File: src/rtl/guess_display.sv
// Time-multiplexed 4-digit 7-segment driver for the guess game core.
// The selected digit blinks; every output is registered.
module guess_display #(
  parameter int unsigned SCAN_DIV  = 100000,
  parameter int unsigned BLINK_DIV = 25000000
) (
  input  logic       clk,
  input  logic       rst_n,
  input  logic       enable,
  input  logic [2:0] digit0,
  input  logic [2:0] digit1,
  input  logic [2:0] digit2,
  input  logic [2:0] digit3,
  input  logic [1:0] sel,
  input  logic       blink_en,
  output logic [6:0] seg,
  output logic [3:0] an,
  output logic       dp
);

  localparam int SW = (SCAN_DIV  > 2) ? $clog2(SCAN_DIV)  : 1;
  localparam int BW = (BLINK_DIV > 2) ? $clog2(BLINK_DIV) : 1;
  localparam logic [SW-1:0] SCAN_LAST  = SW'(SCAN_DIV - 1);
  localparam logic [BW-1:0] BLINK_LAST = BW'(BLINK_DIV - 1);

  logic [SW-1:0] r_scan_cnt;
  logic [1:0]    r_idx;
  logic [BW-1:0] r_blink_cnt;
  logic          r_phase;
  logic [3:0]    r_an;
  logic [6:0]    r_seg;

  logic [2:0] w_digit;
  logic [6:0] w_enc;
  logic [3:0] w_onehot;
  logic       w_guard;
  logic       w_blank;
  logic [3:0] w_an;
  logic [6:0] w_seg;

  always_comb begin
    w_digit = digit0;
    unique case (r_idx)
      2'd0: w_digit = digit0;
      2'd1: w_digit = digit1;
      2'd2: w_digit = digit2;
      2'd3: w_digit = digit3;
    endcase
  end

  // Segment order {g,f,e,d,c,b,a}, low = lit.
  always_comb begin
    w_enc = 7'h7F;
    unique case (w_digit)
      3'd0: w_enc = 7'h40;
      3'd1: w_enc = 7'h79;
      3'd2: w_enc = 7'h24;
      3'd3: w_enc = 7'h30;
      3'd4: w_enc = 7'h19;
      3'd5: w_enc = 7'h12;
      3'd6: w_enc = 7'h02;
      3'd7: w_enc = 7'h78;
    endcase
  end

  always_comb begin
    w_onehot = 4'b0111;
    unique case (r_idx)
      2'd0: w_onehot = 4'b0111;
      2'd1: w_onehot = 4'b1011;
      2'd2: w_onehot = 4'b1101;
      2'd3: w_onehot = 4'b1110;
    endcase
  end

  // Last cycle of each slot is dark so the next digit never ghosts.
  assign w_guard = (r_scan_cnt == SCAN_LAST);
  assign w_blank = blink_en & r_phase & (r_idx == sel);

  always_comb begin
    w_an  = w_onehot;
    w_seg = w_enc;
    if (w_guard || !enable || w_blank) begin
      w_an = 4'hF;
    end
    if (!enable) begin
      w_seg = 7'h7F;
    end
  end

  always_ff @(posedge clk or negedge rst_n) begin
    if (!rst_n) begin
      r_scan_cnt <= '0;
      r_idx      <= 2'd0;
    end else if (w_guard) begin
      r_scan_cnt <= '0;
      r_idx      <= r_idx + 2'd1;
    end else begin
      r_scan_cnt <= r_scan_cnt + SW'(1);
    end
  end

  always_ff @(posedge clk or negedge rst_n) begin
    if (!rst_n) begin
      r_blink_cnt <= '0;
      r_phase     <= 1'b0;
    end else if (r_blink_cnt == BLINK_LAST) begin
      r_blink_cnt <= '0;
      r_phase     <= ~r_phase;
    end else begin
      r_blink_cnt <= r_blink_cnt + BW'(1);
    end
  end

  always_ff @(posedge clk or negedge rst_n) begin
    if (!rst_n) begin
      r_an  <= 4'hF;
      r_seg <= 7'h7F;
    end else begin
      r_an  <= w_an;
      r_seg <= w_seg;
    end
  end

  assign an  = r_an;
  assign seg = r_seg;
  assign dp  = 1'b1;

endmodule

File: config.mk
export PLATFORM = sky130hd
export DESIGN_NAME = guess_display
export DESIGN_NICKNAME = d
export VERILOG_FILES = /design/src/rtl/guess_display.sv
export SDC_FILE = /design/constraint.sdc
export NUM_CORES = 1
export LEC_CHECK = 0
export BUFFER_PORTS_ARGS = -buffer_cell sky130_fd_sc_hd__buf_2
export CAP_MARGIN = 20
export CORE_MARGIN = 5
export CORE_UTILIZATION = 45
export CTS_CLUSTER_SIZE = 16
export DETAILED_ROUTE_END_ITERATION = 7
export PLACE_DENSITY = 0.63
export SYNTH_ARGS = -nofsm -noshare
export SYNTH_HDL_FRONTEND = slang
export SYNTH_SLANG_ARGS = --single-unit
File: constraint.sdc
create_clock -name clk -period 4.05 [get_ports clk]
set_input_delay 0.81 -clock clk [delete_from_list [all_inputs] [get_ports clk]]
set_output_delay 0.81 -clock clk [all_outputs]
set_load 0.01 [all_outputs]
# Yosys cells after proc, flatten, opt, wreduce, memory -nomap -nowiden
# Memories as Yosys holds them, arrays and structs flattened.
# Cells that the tools add are included.
# totals
regBits	56
romBits	56
in_bits	18
output_inout_bits	12
wordCells	29
n_memories	1
# mem_list
name	depth	word_bits	rd	rd_clocked_by_memory_dff	wr	line_no	source
(no name shown)	8	7	1	0	0	54	unique case (w_digit)
# classes
add_sub_neg	3
n_eq_ne	6
n_mux	6
bitwise	3
reduce_logical	4
# op_table
operator	count
adder 25 x 1 -> 25 bit (second input constant)	1
equality test 25 bit (second input constant)	1
two-way mux 25 bit	1
adder 17 x 1 -> 17 bit (second input constant)	1
equality test 17 bit (second input constant)	1
two-way mux 17 bit	1
case mux 4 bit (4 select lines)	1
case mux 3 bit (4 select lines)	1
two-way mux 7 bit	1
equality test 2 bit (second input constant)	2
two-way mux 4 bit	1
adder 2 x 1 -> 2 bit (second input constant)	1
AND 1 bit	2
equality test 2 x 1 -> 1 bit (second input constant)	1
equality test 2 bit	1
zero test 2 bit	1
logical OR 1 bit	2
zero test 1 bit	1
inverter 1 bit	1

# Longest topological paths before layout
# Gate-level depths: netlist of the first run.
# depth
depth_word	4
ltp_mapped	8

# Least setup slack after synthesis of the first run
# Ideal clock, no wire load.
# synth_timing
path_kind	input-to-reg
start	input digit3[1]
end	register r_seg[3], in the netlist seg[3]
setup_time_ns	0.081
arrival_time_ns	1.863
required_time_ns	3.969
path_slack_ns	2.106
cell_stages	6
path_buffers	0
cell_sequence	a222oi_1 -> mux2_2 -> inv_1 -> ha_1 -> inv_1 -> o211ai_1
# synth_via
elab_chain_len	3
# synth_rtl
item	line_no	source
start: declaration	13	input logic [2:0] digit3,
case mux 3 bit (4 select lines)	43	unique case (r_idx)
memory read (8 x 7 bit)	-	
two-way mux 7 bit	86	if (!enable) begin
net w_seg[3]	39	logic [6:0] w_seg;
end signal: assignment	121	r_seg <= w_seg;
end: declaration	31	logic [6:0] r_seg;
# The timed path passes the listed nets, and every way through them passes these cells.
# A chain may end at the register's enable or synchronous reset.

# Final worst setup path of the first run
# layout_timing
start	register r_blink_cnt[2]
end	register r_blink_cnt[24]
# layout_via
elab_chain_len	2
word_cells_on_any_way	3
cone_classes	add/sub: 1; eq/ne: 1; mux: 1
# layout_rtl
item	line_no	source
start: declaration	28	logic [BW-1:0] r_blink_cnt;
start signal: assignment	111	r_blink_cnt <= r_blink_cnt + BW'(1);
adder 25 x 1 -> 25 bit or equality test 25 bit (tied branches)	111, 107	
two-way mux 25 bit *	107	end else if (r_blink_cnt == BLINK_LAST) begin
# Mark *: on every way between the ends. The rest lies on a longest branch, timed or not.

==> flow_summary.rst, run 1 <==
.. list-table::
   :header-rows: 1

   * - Metric
     - Value
   * - CTS clk-pin slew, worst paths
     - roughly 0.1 ns
   * - Insertion delay of the later-clocked pin in the worst-skew pair
     - just over 0.3 ns
   * - Worst Reg-to-Reg Cells
     - 4
   * - Number of standard cells in the final layout excluding fillers
     - 375
   * - Final Setup Violations
     - 0
   * - Number of setup buffers added after CTS
     - 0
   * - DR WL/cell
     - 13.6 um
   * - Area of the placeable core
     - about 6000 um^2
   * - Clk buf depth
     - 2
   * - Endpoint of the worst-slack reg-to-reg timing path
     - r_blink_cnt[24]$_DFF_PN0_
   * - Total of flip-flops plus latches after synthesis
     - 56
   * - Total Die Area
     - 7870 um^2
   * - Share of power burned in registers
     - 0.583
   * - Number of fill cells in the layout
     - 539
   * - Pin count of the biggest net entering global routing
     - 47
   * - Final hold violation count
     - 0
   * - Combinational cell fraction of total power
     - 0.048
   * - Share of power burned in the clock network
     - 0.369
   * - Syn Nets
     - a little under 300
   * - Average cell area after synthesis
     - between 10 and 15 um^2
   * - Fraction of registers with async set/reset
     - 1.00
   * - CTS Root Buffer Type
     - clkbuf_8
   * - Switch share
     - 0.218
   * - Signed area change from the synthesized netlist to the final layout
     - 12.6%
   * - First-pass GRT wire length
     - approximately 9000 um
   * - Final Hold Slack
     - approximately 0.38 ns
   * - EDFF count, synth
     - 0
   * - Summed negative setup slack over all endpoints
     - 0 ns
   * - Global-route usage over all layers
     - 0.144
   * - Internal power consumption
     - about 760 uW
   * - Post-route antenna net violation count
     - 0
   * - Worst Path Arrival
     - approximately 2.4 ns
   * - Number of vias in the routed layout
     - 1982
   * - Cell at the slowest stage of the critical path
     - or3_1
   * - Number of cell rows
     - 28
   * - Buffering stage count on the worst path with inverters included
     - 0
   * - Final worst clock skew
     - approximately 0.0054 ns
   * - Hpwl dp
     - 3680 um
   * - Number of I/O port buffers
     - 28
   * - Fraction of final layout cells with drive strength greater than 1
     - 0.197
   * - Net count reported at finish
     - 328
   * - Peak per-stage delay on the critical path
     - between 0.6 and 0.7 ns
   * - Number of instances in the placed design
     - ~370
   * - Resized Gates After CTS
     - 0
   * - Net Switching
     - about 210 uW
   * - Cell leakage power
     - 1.40 nW
   * - Family with the most delay on the worst path
     - simple AND/OR/NAND/NOR gates
   * - Most frequent standard cell in the layout excluding fill and tap cells
     - dfrtp_1
   * - Clock H-tree levels
     - 2
   * - Power density cells
     - about 310 nW/um^2
   * - Unrepaired setup endpoints after global routing
     - false
   * - Final clock period utilization by the worst path
     - 0.542
   * - Initial Utilization
     - 0.466
   * - Pins Over Slew Limit
     - 0
   * - Nature of the critical path endpoint
     - flip-flop
   * - Element type at the critical path start
     - flip-flop
   * - Post-route minimum period
     - 2.20 ns
   * - Number of standard cells after synthesis
     - roughly 270
   * - Boundary Pins
     - 30
   * - Commonest cells after routing, fill and taps aside
     - dfrtp_1, buf_2, nand2_1
   * - Dominant register cell in the synthesized netlist
     - dfrtp_1
   * - Clock tree from TritonCTS
     - done
   * - Worst slew margin relative to its limit
     - 0.303
   * - Crit Path Class
     - reg -> reg
   * - Maximum resistive drop on vdd
     - about 0.16 mV
   * - Hold Crit Class
     - in -> async
   * - Worst-path maximum fanout
     - 11
   * - Number of clock buffers inserted by TritonCTS
     - 5
   * - Post-Synthesis Cell Area
     - about 2800 um^2
   * - Result of the run
     - finished, final reports clean
   * - Number of remaining DRC errors
     - 0
   * - Synth warn
     - 0
   * - Iter 0 DRT Violations
     - 60
   * - Register-to-Register Setup Slack
     - 1.85 ns
   * - Remaining global-route overflow
     - 0
   * - Beginning of the worst register-to-register path
     - r_blink_cnt[2]$_DFF_PN0_
   * - Slew at the pin closest to its max-slew limit
     - 1.04 ns
   * - Clock tree sinks
     - between 50 and 60
   * - Final GP Congestion
     - between 0.8 and 0.9
   * - Cells traversed along the worst timing path
     - nand4_1, or3_1, or4_4, a21oi_2
   * - Floorplan die width
     - 88.7 um
   * - Via count normalized by instance count
     - ~5.3
   * - Diodes inserted
     - 0
   * - Distinct cells, synth
     - 42
   * - Hold-fix buffers at CTS
     - 0
   * - Wire length reported by the detailed router
     - 5080 um
   * - Final design utilization
     - 0.525
   * - Seq/Total Area, Yosys
     - 0.507
   * - Number of antenna violations at the first check in global routing
     - 0
   * - CP Data Required Time
     - ~4.3 ns
   * - Fmax achieved
     - 455 MHz
   * - Cell depth of the worst setup path
     - 4
   * - First-pass detailed-route iteration total
     - 4
   * - Die outline height
     - about 89 um
   * - Via count of the first global-routing pass
     - 1989
   * - Maximum capacitance violations
     - 0
==> worst register-to-register path, stage by stage, from the launching register on <==
cell and delay (ns):
dfrtp_1 0.44, nand4_1 0.40, or3_1 0.63, or4_4 0.52, a21oi_2 0.14
==> per-stage QoR <==
step	setup slack [ns]	power (mW)	area, um^2
final	1.85	0.978	3140
after global routing	1.64	1.02	3140
after CTS	1.86	0.989	3120
after detailed placement	1.88	0.627	3010
after global placement	1.90	0.626	3010
after floorplan	2.11	0.597	2790
==> layer usage <==
layer  track usage  vias to the layer above  wire, um
li1              -                     1007         -
met3        0.0270                        4       150
met2         0.233                       24      2350
met4        0.0563                        0        43
met5             0                        -         0
met1         0.190                      947      2540
==> kinds of logic after synthesis <==
kind of cell | after synthesis | share of synthesized area
AND/OR/NAND/NOR | 114 | 0.228
multiplexers | 5 | 0.0188
XOR/XNOR | 30 | 0.0942
other | 1 | 0.00134
AO/OA/AOI/OAI | 31 | 0.0718
buffers and inverters | 19 | 0.0291
flip-flops | 56 | 0.507
adder cells (fa/ha/maj) | 11 | 0.0493
==> power by group through the flow <==
| stage | Clock, mW | Combinational (mW) | Sequential (mW) |
|---|---|---|---|
| floorplan | 0 | 0.0135 | 0.584 |
| global placement | 0 | 0.0457 | 0.580 |
| detailed placement | 0 | 0.0461 | 0.580 |
| CTS | 0.373 | 0.0463 | 0.570 |
| global route | 0.395 | 0.0540 | 0.570 |
| finish | 0.361 | 0.0471 | 0.570 |
==> registers in the layout, summed over array words and instances, names as in the netlist <==
| register | count |
|---|---|
| an | 4 |
| r_blink_cnt | 25 |
| r_idx | 2 |
| r_phase | 1 |
| r_scan_cnt | 17 |
| seg | 7 |
==> cells in the mapped netlist (2+ instances only) <==
| cell | instances | area [um^2] |
|---|---|---|
| o211ai_1 | 3 | 22.5 |
| xnor2_1 | 18 | 158 |
| buf_4 | 2 | 15.0 |
| or4_1 | 3 | 22.5 |
| and4_1 | 4 | 35.0 |
| ha_1 | 11 | 138 |
| o31ai_1 | 5 | 37.5 |
| buf_2 | 2 | 10.0 |
| nor2b_1 | 2 | 12.5 |
| dfstp_2 | 11 | 289 |
| nor2_1 | 18 | 67.6 |
| or4bb_1 | 2 | 22.5 |
| nand4b_1 | 2 | 17.5 |
| inv_1 | 13 | 48.8 |
| a21oi_1 | 8 | 40.0 |
| xor2_1 | 12 | 105 |
| nand4_1 | 9 | 56.3 |
| nor4_1 | 7 | 43.8 |
| nand2_1 | 26 | 97.6 |
| clkbuf_1 | 2 | 7.51 |
| and3_1 | 3 | 18.8 |
| dfrtp_1 | 45 | 1130 |
| nand3_1 | 17 | 85.1 |
| or3_1 | 4 | 25.0 |
| mux2_2 | 2 | 22.5 |
| o21ai_0 | 9 | 45.0 |
| a222oi_1 | 3 | 30.0 |
| and2_1 | 2 | 12.5 |
| nand2b_1 | 3 | 18.8 |
| nor3_1 | 5 | 25.0 |
| mux2i_1 | 3 | 30.0 |
==> final cells by class <==
type | count | area [um^2] | share of cell area
multi-input cells | 192 | 1290 | 0.412
flip-flops and latches | 56 | 1420 | 0.450
clock inverters | 1 | 8.76 | 0.00279
inverters | 13 | 48.8 | 0.0155
well taps | 75 | 93.8 | 0.0299
clock buffers | 7 | 108 | 0.0342
repair buffers | 31 | 175 | 0.0557
==> worst max path at each step <==
stage / startpoint / slack [ns] / to
floorplan: digit3[1] / 2.11 / seg[3]$_DFF_PN1_
global placement: r_blink_cnt[2]$_DFF_PN0_ / 1.90 / r_blink_cnt[24]$_DFF_PN0_
detailed placement: r_blink_cnt[2]$_DFF_PN0_ / 1.88 / r_blink_cnt[24]$_DFF_PN0_
CTS: r_blink_cnt[2]$_DFF_PN0_ / 1.86 / r_blink_cnt[24]$_DFF_PN0_
global route: r_blink_cnt[0]$_DFF_PN0_ / 1.64 / r_phase$_DFFE_PN0N_
finish: r_blink_cnt[2]$_DFF_PN0_ / 1.85 / r_blink_cnt[24]$_DFF_PN0_
Power figures use the tool's default switching activity.
==> run 2: changes to the inputs <==
--- a/config.mk
+++ b/config.mk
@@ -5,13 +5,14 @@
 export SDC_FILE = /design/constraint.sdc
 export NUM_CORES = 1
 export LEC_CHECK = 0
+export ABC_AREA = 1
 export BUFFER_PORTS_ARGS = -buffer_cell sky130_fd_sc_hd__buf_2
 export CAP_MARGIN = 20
 export CORE_MARGIN = 5
 export CORE_UTILIZATION = 45
 export CTS_CLUSTER_SIZE = 16
 export DETAILED_ROUTE_END_ITERATION = 7
-export PLACE_DENSITY = 0.63
+export PLACE_DENSITY = 0.65
 export SYNTH_ARGS = -nofsm -noshare
 export SYNTH_HDL_FRONTEND = slang
 export SYNTH_SLANG_ARGS = --single-unit
==> constraint.sdc (replaced) <==
create_clock -name clk -period 1.8 [get_ports clk]
set_input_delay 0.36 -clock clk [delete_from_list [all_inputs] [get_ports clk]]
set_output_delay 0.36 -clock clk [all_outputs]
set_load 0.01 [all_outputs]
==> run 2 against run 1 <==
Effect of this change: worst hold slack got worse by 0.11 ns; critical path type unchanged; count of clock-buffer cells in the layout fell by 2; critical endpoint is now seg[1]$_DFF_PN1_; non-clock buffer count up 8; cell area rose by 16%; via count is 32% higher; utilization is 0.63 points higher.
==> flow_summary.rst, run 2 <==
.. list-table::
   :header-rows: 1

   * - Metric
     - Value
   * - Result of the run
     - finished, final reports clean
   * - Maximum resistive drop on vdd
     - 0.365 mV (+130%)
   * - Top-area cell type share of the netlist area
     - 0.352 (-0.0516)
   * - CP Data Required Time
     - 2.04 ns (-2.25 ns)
   * - Combinational cell fraction of total power
     - 0.053 (+0.005)
   * - Beginning of the worst register-to-register path
     - r_idx[0]$_DFFE_PN0N_
   * - Number of clock buffers inserted by TritonCTS
     - 5 (unchanged)
   * - Crit Path Class
     - reg -> reg
   * - First-pass GRT wire length
     - 11100 um (+24%)
   * - Hold Crit Class
     - in -> reg
   * - Boundary Pins
     - 30 (unchanged)
   * - Area of the placeable core
     - 6870 um^2 (+15%)
   * - CTS Root Buffer Type
     - clkbuf_8
   * - Post-route minimum period
     - 1.68 ns (-0.520 ns)
   * - Via count normalized by instance count
     - 4.62 (-13%)
   * - Final GP Congestion
     - 0.867 (+4.9%)
   * - Number of standard cells in the final layout excluding fillers
     - 567 (+51%)
   * - Cell at the slowest stage of the critical path
     - dfrtp_1
   * - Buffering stage count on the worst path with inverters included
     - 2 (+2)
   * - Internal power consumption
     - 1.61 mW (+110%)
   * - Final Hold Slack
     - 0.278 ns (-0.106 ns)
   * - Share of power burned in the clock network
     - 0.342 (-0.027)
   * - Cells traversed along the worst timing path
     - buf_4, ha_2, nand2_1, nand2_1, o22ai_2, inv_1, ha_1, o21ai_0
   * - Start point of the critical path
     - r_idx[0]$_DFFE_PN0N_
   * - Seq/Total Area, Yosys
     - 0.442 (-0.0649)
   * - Worst-path maximum fanout
     - 4 (-7)
   * - Clock tree from TritonCTS
     - done
   * - Final worst-path setup slack
     - 0.124 ns (-1.73 ns)
   * - Crit path top cell by count
     - nand2_1
   * - Final Setup Violations
     - 0 (unchanged)
   * - Switch share
     - 0.240 (+0.0216)
   * - Number of remaining DRC errors
     - 0 (unchanged)
   * - Floorplan die width
     - 94.3 um (+6.3%)
   * - Fraction of final layout cells with drive strength greater than 1
     - 0.174 (-0.0226)
   * - Fraction of registers with async set/reset
     - 1.00 (unchanged)
   * - Global-route usage over all layers
     - 0.154 (+0.00975)
   * - Dominant register cell in the synthesized netlist
     - dfrtp_1
   * - Worst Reg-to-Reg Cells
     - 8 (+4)
   * - Syn Nets
     - 456 (+54%)
   * - Element type at the critical path start
     - flip-flop
   * - Clk buf depth
     - 2 (unchanged)
   * - Fmax achieved
     - 597 MHz (+31%)
   * - Net Switching
     - 508 uW (+140%)
   * - Cell depth of the worst setup path
     - 8 (+4)
   * - Final hold violation count
     - 0 (unchanged)
   * - Worst Path Arrival
     - 1.92 ns (-0.52 ns)
   * - CTS clk-pin slew, worst paths
     - 0.11 ns (about the same)
   * - Number of fill cells in the layout
     - 676 (+25%)
   * - Most frequent standard cell in the layout excluding fill and tap cells
     - nand2_1
   * - Wire length reported by the detailed router
     - 6280 um (+24%)
   * - First-pass detailed-route iteration total
     - 5 (+1)
   * - Distinct cells, synth
     - 30 (-29%)
   * - Peak per-stage delay on the critical path
     - 0.42 ns (-0.21 ns)
   * - Initial Utilization
     - 0.466 (about the same)
   * - Hpwl dp
     - 4950 um (+34%)
   * - EDFF count, synth
     - 0 (unchanged)
   * - Diodes inserted
     - 0 (unchanged)
   * - Number of I/O port buffers
     - 28 (unchanged)
   * - Summed negative setup slack over all endpoints
     - 0 ns (unchanged)
   * - Pin count of the biggest net entering global routing
     - 25 (-47%)
   * - Via count of the first global-routing pass
     - 2571 (+29%)
   * - Insertion delay of the later-clocked pin in the worst-skew pair
     - 0.31 ns (about the same)
   * - Net count reported at finish
     - 499 (+52%)
   * - Design area
     - 3650 um^2 (+16%)
   * - Maximum capacitance violations
     - 0 (unchanged)
   * - DR WL/cell
     - 11.1 um (-18%)
   * - Synth warn
     - 0 (unchanged)
   * - Iter 0 DRT Violations
     - 67 (+12%)
   * - Register bank with the most flops
     - r_blink_cnt
   * - Total of flip-flops plus latches after synthesis
     - 56 (unchanged)
   * - Share of power burned in registers
     - 0.605 (+0.022)
   * - Area occupied by multi-input gates
     - 1580 um^2 (+22%)
   * - Endpoint of the most critical setup path
     - seg[1]$_DFF_PN1_
   * - Leading post-synthesis cells by instance count
     - nand2_1, nor2_1, inv_1, dfrtp_1, nand3_1
   * - Largest register FFs
     - 25 (unchanged)
   * - Commonest cells after routing, fill and taps aside
     - nand2_1, nor2_1, inv_1
   * - Cell type contributing the most total cell area after synthesis
     - dfrtp_1
   * - Power density cells
     - 581 nW/um^2 (+87%)
   * - Placed cell area
     - 3500 um^2 (+16%)
   * - Final worst clock skew
     - 0.00866 ns (+0.00331 ns)
   * - Final clock period utilization by the worst path
     - 0.931 (+0.389)
   * - Dominant cells by area after synthesis
     - dfrtp_1, nand2_1, nor2_1, dfstp_2, inv_1
   * - Clock tree sinks
     - 56 (unchanged)
   * - Number of instances in the placed design
     - 555 (+52%)
   * - Final design utilization
     - 0.531 (+0.00632)
   * - Clock H-tree levels
     - 2 (unchanged)
   * - Family with the most delay on the worst path
     - adder cells
   * - Pins Over Slew Limit
     - 0 (unchanged)
   * - Number of cell rows
     - 30 (+7.1%)
   * - Endpoint of the worst-slack reg-to-reg timing path
     - seg[1]$_DFF_PN1_
   * - Signed area change from the synthesized netlist to the final layout
     - 14.0%
   * - Number of vias in the routed layout
     - 2618 (+32%)
   * - Post-Synthesis Cell Area
     - 3200 um^2 (+15%)
   * - Number of antenna violations at the first check in global routing
     - 0 (unchanged)
   * - Average cell area after synthesis
     - 7.49 um^2 (-28%)
   * - Reg area
     - 1420 um^2 (unchanged)
   * - Register-to-Register Setup Slack
     - 0.12 ns (-1.73 ns)
   * - Remaining global-route overflow
     - 0 (unchanged)
   * - Cell leakage power
     - 1.79 nW (+28%)
   * - Total Die Area
     - 8900 um^2 (+13%)
   * - Unrepaired setup endpoints after global routing
     - false
   * - Number of standard cells after synthesis
     - 427 (+60%)
   * - Setup Slack @ Placement
     - -0.00864 ns (-1.89 ns)
   * - Nature of the critical path endpoint
     - flip-flop
   * - Overall power after layout
     - 2.12 mW (+120%)
   * - Most instantiated library cell after synthesis
     - nand2_1
   * - Die outline height
     - 94.3 um (+6.3%)
   * - Post-route antenna net violation count
     - 0 (unchanged)
==> run 2: worst min path at each step <==
stage,startpoint,to,cells past startpoint
3_5_place_dp,rst_n,r_blink_cnt[2]$_DFF_PN0_,1
3_3_place_gp,rst_n,r_blink_cnt[2]$_DFF_PN0_,1
5_1_grt,enable,seg[2]$_DFF_PN1_,2
6_report,enable,seg[2]$_DFF_PN1_,2
2_1_floorplan,rst_n,r_blink_cnt[0]$_DFF_PN0_,0
4_1_cts,enable,seg[2]$_DFF_PN1_,2
==> run 2: power groups by stage <==
stage               Clock (mW)  Sequential, mW  Combinational (mW)
finish                   0.725            1.28               0.113
global route             0.798            1.28               0.129
CTS                      0.760            1.28               0.116
detailed placement           0            1.31               0.114
global placement             0            1.31               0.112
floorplan                    0            1.31              0.0319
==> run 2: repair_timing <==
item	in CTS	in global routing
endpoints found under the setup margin	2	7
hold buffers	1	0
hold endpoints to repair	9	0
resized for setup	0	8
setup buffers	2	1
==> run 2: cell type report <==
cell class / instances / share of cell area
repair buffers: 39 / 0.0652
clock buffers: 5 / 0.0189
well taps: 96 / 0.0329
inverters: 53 / 0.0545
multi-input cells: 315 / 0.433
flip-flops and latches: 56 / 0.388
clock inverters: 3 / 0.00755
==> run 2: cells by family (layout without fill, tap and decap cells) <==
logic type | Yosys count | in the layout | share of synthesized area
xor gates and xnor gates | 19 | 19 | 0.0520
other | 1 | 1 | 0.00117
and+or+nand+nor | 270 | 270 | 0.368
adders and majority gates | 11 | 11 | 0.0430
DFF | 56 | 56 | 0.442
AOI/OAI and AO/OA | 14 | 14 | 0.0239
buffers and inverters | 56 | 100 | 0.0692
==> run 2: routing by layer <==
metal,global-route usage,part of all wire
met3,0.0361,0.036
met1,0.201,0.49
met4,0.0433,0.014
met5,0,0
met2,0.255,0.46
==> run 3: changes to the inputs <==
==> constraint.sdc (replaced) <==
create_clock -name clk -period 1.5 [get_ports clk]
set_input_delay 0.3 -clock clk [delete_from_list [all_inputs] [get_ports clk]]
set_output_delay 0.3 -clock clk [all_outputs]
set_load 0.01 [all_outputs]
==> run 3 against run 2 <==
Effect of this change: the run now ends with setup timing left; count of clock-buffer cells in the layout up 3; first-iteration DRC count up 13%; sequential share of layout area down 4.0 points; worst setup slack worse by 0.20 ns; maximum frequency up 6.6%; worst hold slack worse by 0.013 ns; largest cell class unchanged; cell area up 12%; die area unchanged; clock power up 20%; utilization up 6.3 points; critical path type unchanged; largest power group unchanged; final cell count up 4.2%; combinational power up 49%.
==> flow_summary.rst, run 3 (synthesized netlist as in run 2, its figures left out) <==
.. list-table::
   :header-rows: 1

   * - Metric
     - Value
   * - Result of the run
     - finished with violations
   * - Failing checks
     - setup timing
   * - CP Data Required Time
     - 1.75 ns (-0.29 ns)
   * - Worst Reg-to-Reg Cells
     - 9 (+1)
   * - Worst-path maximum fanout
     - 4 (unchanged)
   * - Register bank with the most flops
     - r_blink_cnt
   * - Final worst clock skew
     - 0.0171 ns (+0.00841 ns)
   * - First-pass GRT wire length
     - 12300 um (+11%)
   * - CTS Root Buffer Type
     - clkbuf_8
   * - Area of the placeable core
     - 6870 um^2 (unchanged)
   * - Pin count of the biggest net entering global routing
     - 34 (+36%)
   * - Diodes inserted
     - 0 (unchanged)
   * - Number of remaining DRC errors
     - 0 (unchanged)
   * - Number of I/O port buffers
     - 28 (unchanged)
   * - Unrepaired setup endpoints after global routing
     - true
   * - Maximum resistive drop on vdd
     - 0.287 mV (-21%)
   * - Number of antenna violations at the first check in global routing
     - 0 (unchanged)
   * - Final Hold Slack
     - 0.265 ns (-0.0131 ns)
   * - Endpoint of the worst-slack reg-to-reg timing path
     - seg[3]$_DFF_PN1_
   * - Setup Slack @ Placement
     - -0.136 ns (-0.127 ns)
   * - Insertion delay of the later-clocked pin in the worst-skew pair
     - 0.31 ns (about the same)
   * - Cell leakage power
     - 1.97 nW (+9.8%)
   * - Hpwl dp
     - 5330 um (+7.7%)
   * - Pins Over Slew Limit
     - 0 (unchanged)
   * - Register-to-Register Setup Slack
     - -0.07 ns (-0.20 ns)
   * - Via count normalized by instance count
     - 4.74 (+2.8%)
   * - Iter 0 DRT Violations
     - 76 (+13%)
   * - Fraction of final layout cells with drive strength greater than 1
     - 0.279 (+0.105)
   * - End point of the most critical hold path
     - seg[2]$_DFF_PN1_
   * - Net count reported at finish
     - 523 (+4.8%)
   * - Clock H-tree levels
     - 2 (unchanged)
   * - Clk buf depth
     - 2 (unchanged)
   * - Boundary Pins
     - 30 (unchanged)
   * - Worst Path Arrival
     - 1.82 ns (-0.10 ns)
   * - Total Die Area
     - 8900 um^2 (unchanged)
   * - Commonest cells after routing, fill and taps aside
     - nand2_1, nor2_1, inv_1
   * - Number of fill cells in the layout
     - 622 (-8.0%)
   * - Via count of the first global-routing pass
     - 2805 (+9.1%)
   * - Global-route usage over all layers
     - 0.172 (+0.0181)
   * - Overall power after layout
     - 2.58 mW (+22%)
   * - First-pass detailed-route iteration total
     - 4 (-1)
   * - Hold Startpoint
     - enable
   * - Area occupied by multi-input gates
     - 1820 um^2 (+15%)
   * - CTS clk-pin slew, worst paths
     - 0.11 ns (about the same)
   * - Floorplan die width
     - 94.3 um (unchanged)
   * - Power density cells
     - 632 nW/um^2 (+8.7%)
   * - Number of vias in the routed layout
     - 2804 (+7.1%)
   * - Most frequent standard cell in the layout excluding fill and tap cells
     - nand2_1
   * - Crit Path Class
     - reg -> reg
   * - Element type at the critical path start
     - flip-flop
   * - Summed negative setup slack over all endpoints
     - -0.295 ns (-0.295 ns)
   * - Reg area
     - 1420 um^2 (+0.26%)
   * - Fmax achieved
     - 636 MHz (+6.6%)
   * - Final clock period utilization by the worst path
     - 1.05 (+0.117)
   * - Remaining global-route overflow
     - 0 (unchanged)
   * - Clock tree sinks
     - 56 (unchanged)
   * - DR WL/cell
     - 12.1 um (+8.9%)
   * - Maximum capacitance violations
     - 0 (unchanged)
   * - Number of cell rows
     - 30 (unchanged)
   * - Signed area change from the synthesized netlist to the final layout
     - 27.6%
   * - Largest register FFs
     - 25 (unchanged)
   * - Clock tree from TritonCTS
     - done
   * - Initial Utilization
     - 0.466 (unchanged)
   * - Nature of the critical path endpoint
     - flip-flop
   * - Beginning of the worst register-to-register path
     - r_idx[1]$_DFFE_PN0N_
   * - Post-route antenna net violation count
     - 0 (unchanged)
   * - Worst hold path depth
     - 2 (unchanged)
   * - Final worst-path setup slack
     - -0.0726 ns (-0.197 ns)
   * - Wire length reported by the detailed router
     - 7130 um (+14%)
   * - Final hold violation count
     - 0 (unchanged)
   * - Hold Crit Class
     - in -> reg
   * - Final Setup Violations
     - 6 (+6)
   * - Final GP Congestion
     - 0.863 (-0.42%)
   * - Number of clock buffers inserted by TritonCTS
     - 5 (unchanged)
   * - Post-route minimum period
     - 1.57 ns (-0.103 ns)
   * - Die outline height
     - 94.3 um (unchanged)
## run 3: changes by cell type in the layout (fill, tap and decap cells not counted), sizes merged
cell      delta
inv          -1
buf         +23
clkbuf       +3
clkinvlp     -1
nand2        +1
clkinv       -1
## run 3: through the flow
stage / std cells / cell area [um^2] / util
final: 591 / 4080 / 0.594
after global routing: 591 / 4080 / 0.594
after CTS: 587 / 3960 / 0.577
after detailed placement: 576 / 3740 / 0.544
after global placement: 576 / 3740 / 0.544
after floorplan: 427 / 3280 / -
## run 3: worst max path at each step
stage                              start               end  slack, ns  cells after the start
finish              r_idx[1]$_DFFE_PN0N_  seg[3]$_DFF_PN1_      -0.07                      9
global route        r_idx[1]$_DFFE_PN0N_  seg[3]$_DFF_PN1_      -0.14                     10
CTS                 r_idx[1]$_DFFE_PN0N_  seg[3]$_DFF_PN1_      -0.05                     10
detailed placement  r_idx[1]$_DFFE_PN0N_  seg[3]$_DFF_PN1_      -0.14                     10
global placement    r_idx[1]$_DFFE_PN0N_  seg[3]$_DFF_PN1_      -0.05                     10
floorplan           r_idx[1]$_DFFE_PN0N_  seg[3]$_DFF_PN1_      -0.02                     10
## run 3: worst max-delay path, stage by stage (launching register included)
cell	delay, ns
dfrtp_1	0.44
buf_6	0.14
ha_4	0.15
nand2_1	0.07
nand2_1	0.09
o22ai_4	0.13
inv_2	0.08
ha_4	0.28
nand3_2	0.06
nand3_2	0.06
## run 3: cell type report
type,instances,share of cell area
Multi-Input combinational cell,316,0.446
Sequential cell,56,0.348
Clock buffer,8,0.0221
Timing Repair Buffer,62,0.103
Inverter,53,0.0512
Tap cell,96,0.0294
## run 3: timing repair
action                                  in CTS  in global routing
buffers inserted                             2                  3
hold buffers                                 1                  0
pin swaps                                   10                  8
resized for setup                           29                 23
gates cloned                                 0                  1
endpoints found under the hold margin       10                  0
endpoints found under the setup margin      12                 36
## run 3: routing by layer
metal,wire length [um],GRT usage
met5,0,0
met4,114,0.0542
met1,3370,0.227
met2,3460,0.287
met3,187,0.0280
## run 3: report_power, final
| part | total (mW) | switching, mW | internal, mW |
|---|---|---|---|
| combinational | 0.168 | 0.0988 | 0.0692 |
| sequential | 1.54 | 0.00373 | 1.53 |
| clock | 0.872 | 0.493 | 0.379 |
| total | 2.58 | 0.596 | 1.98 |
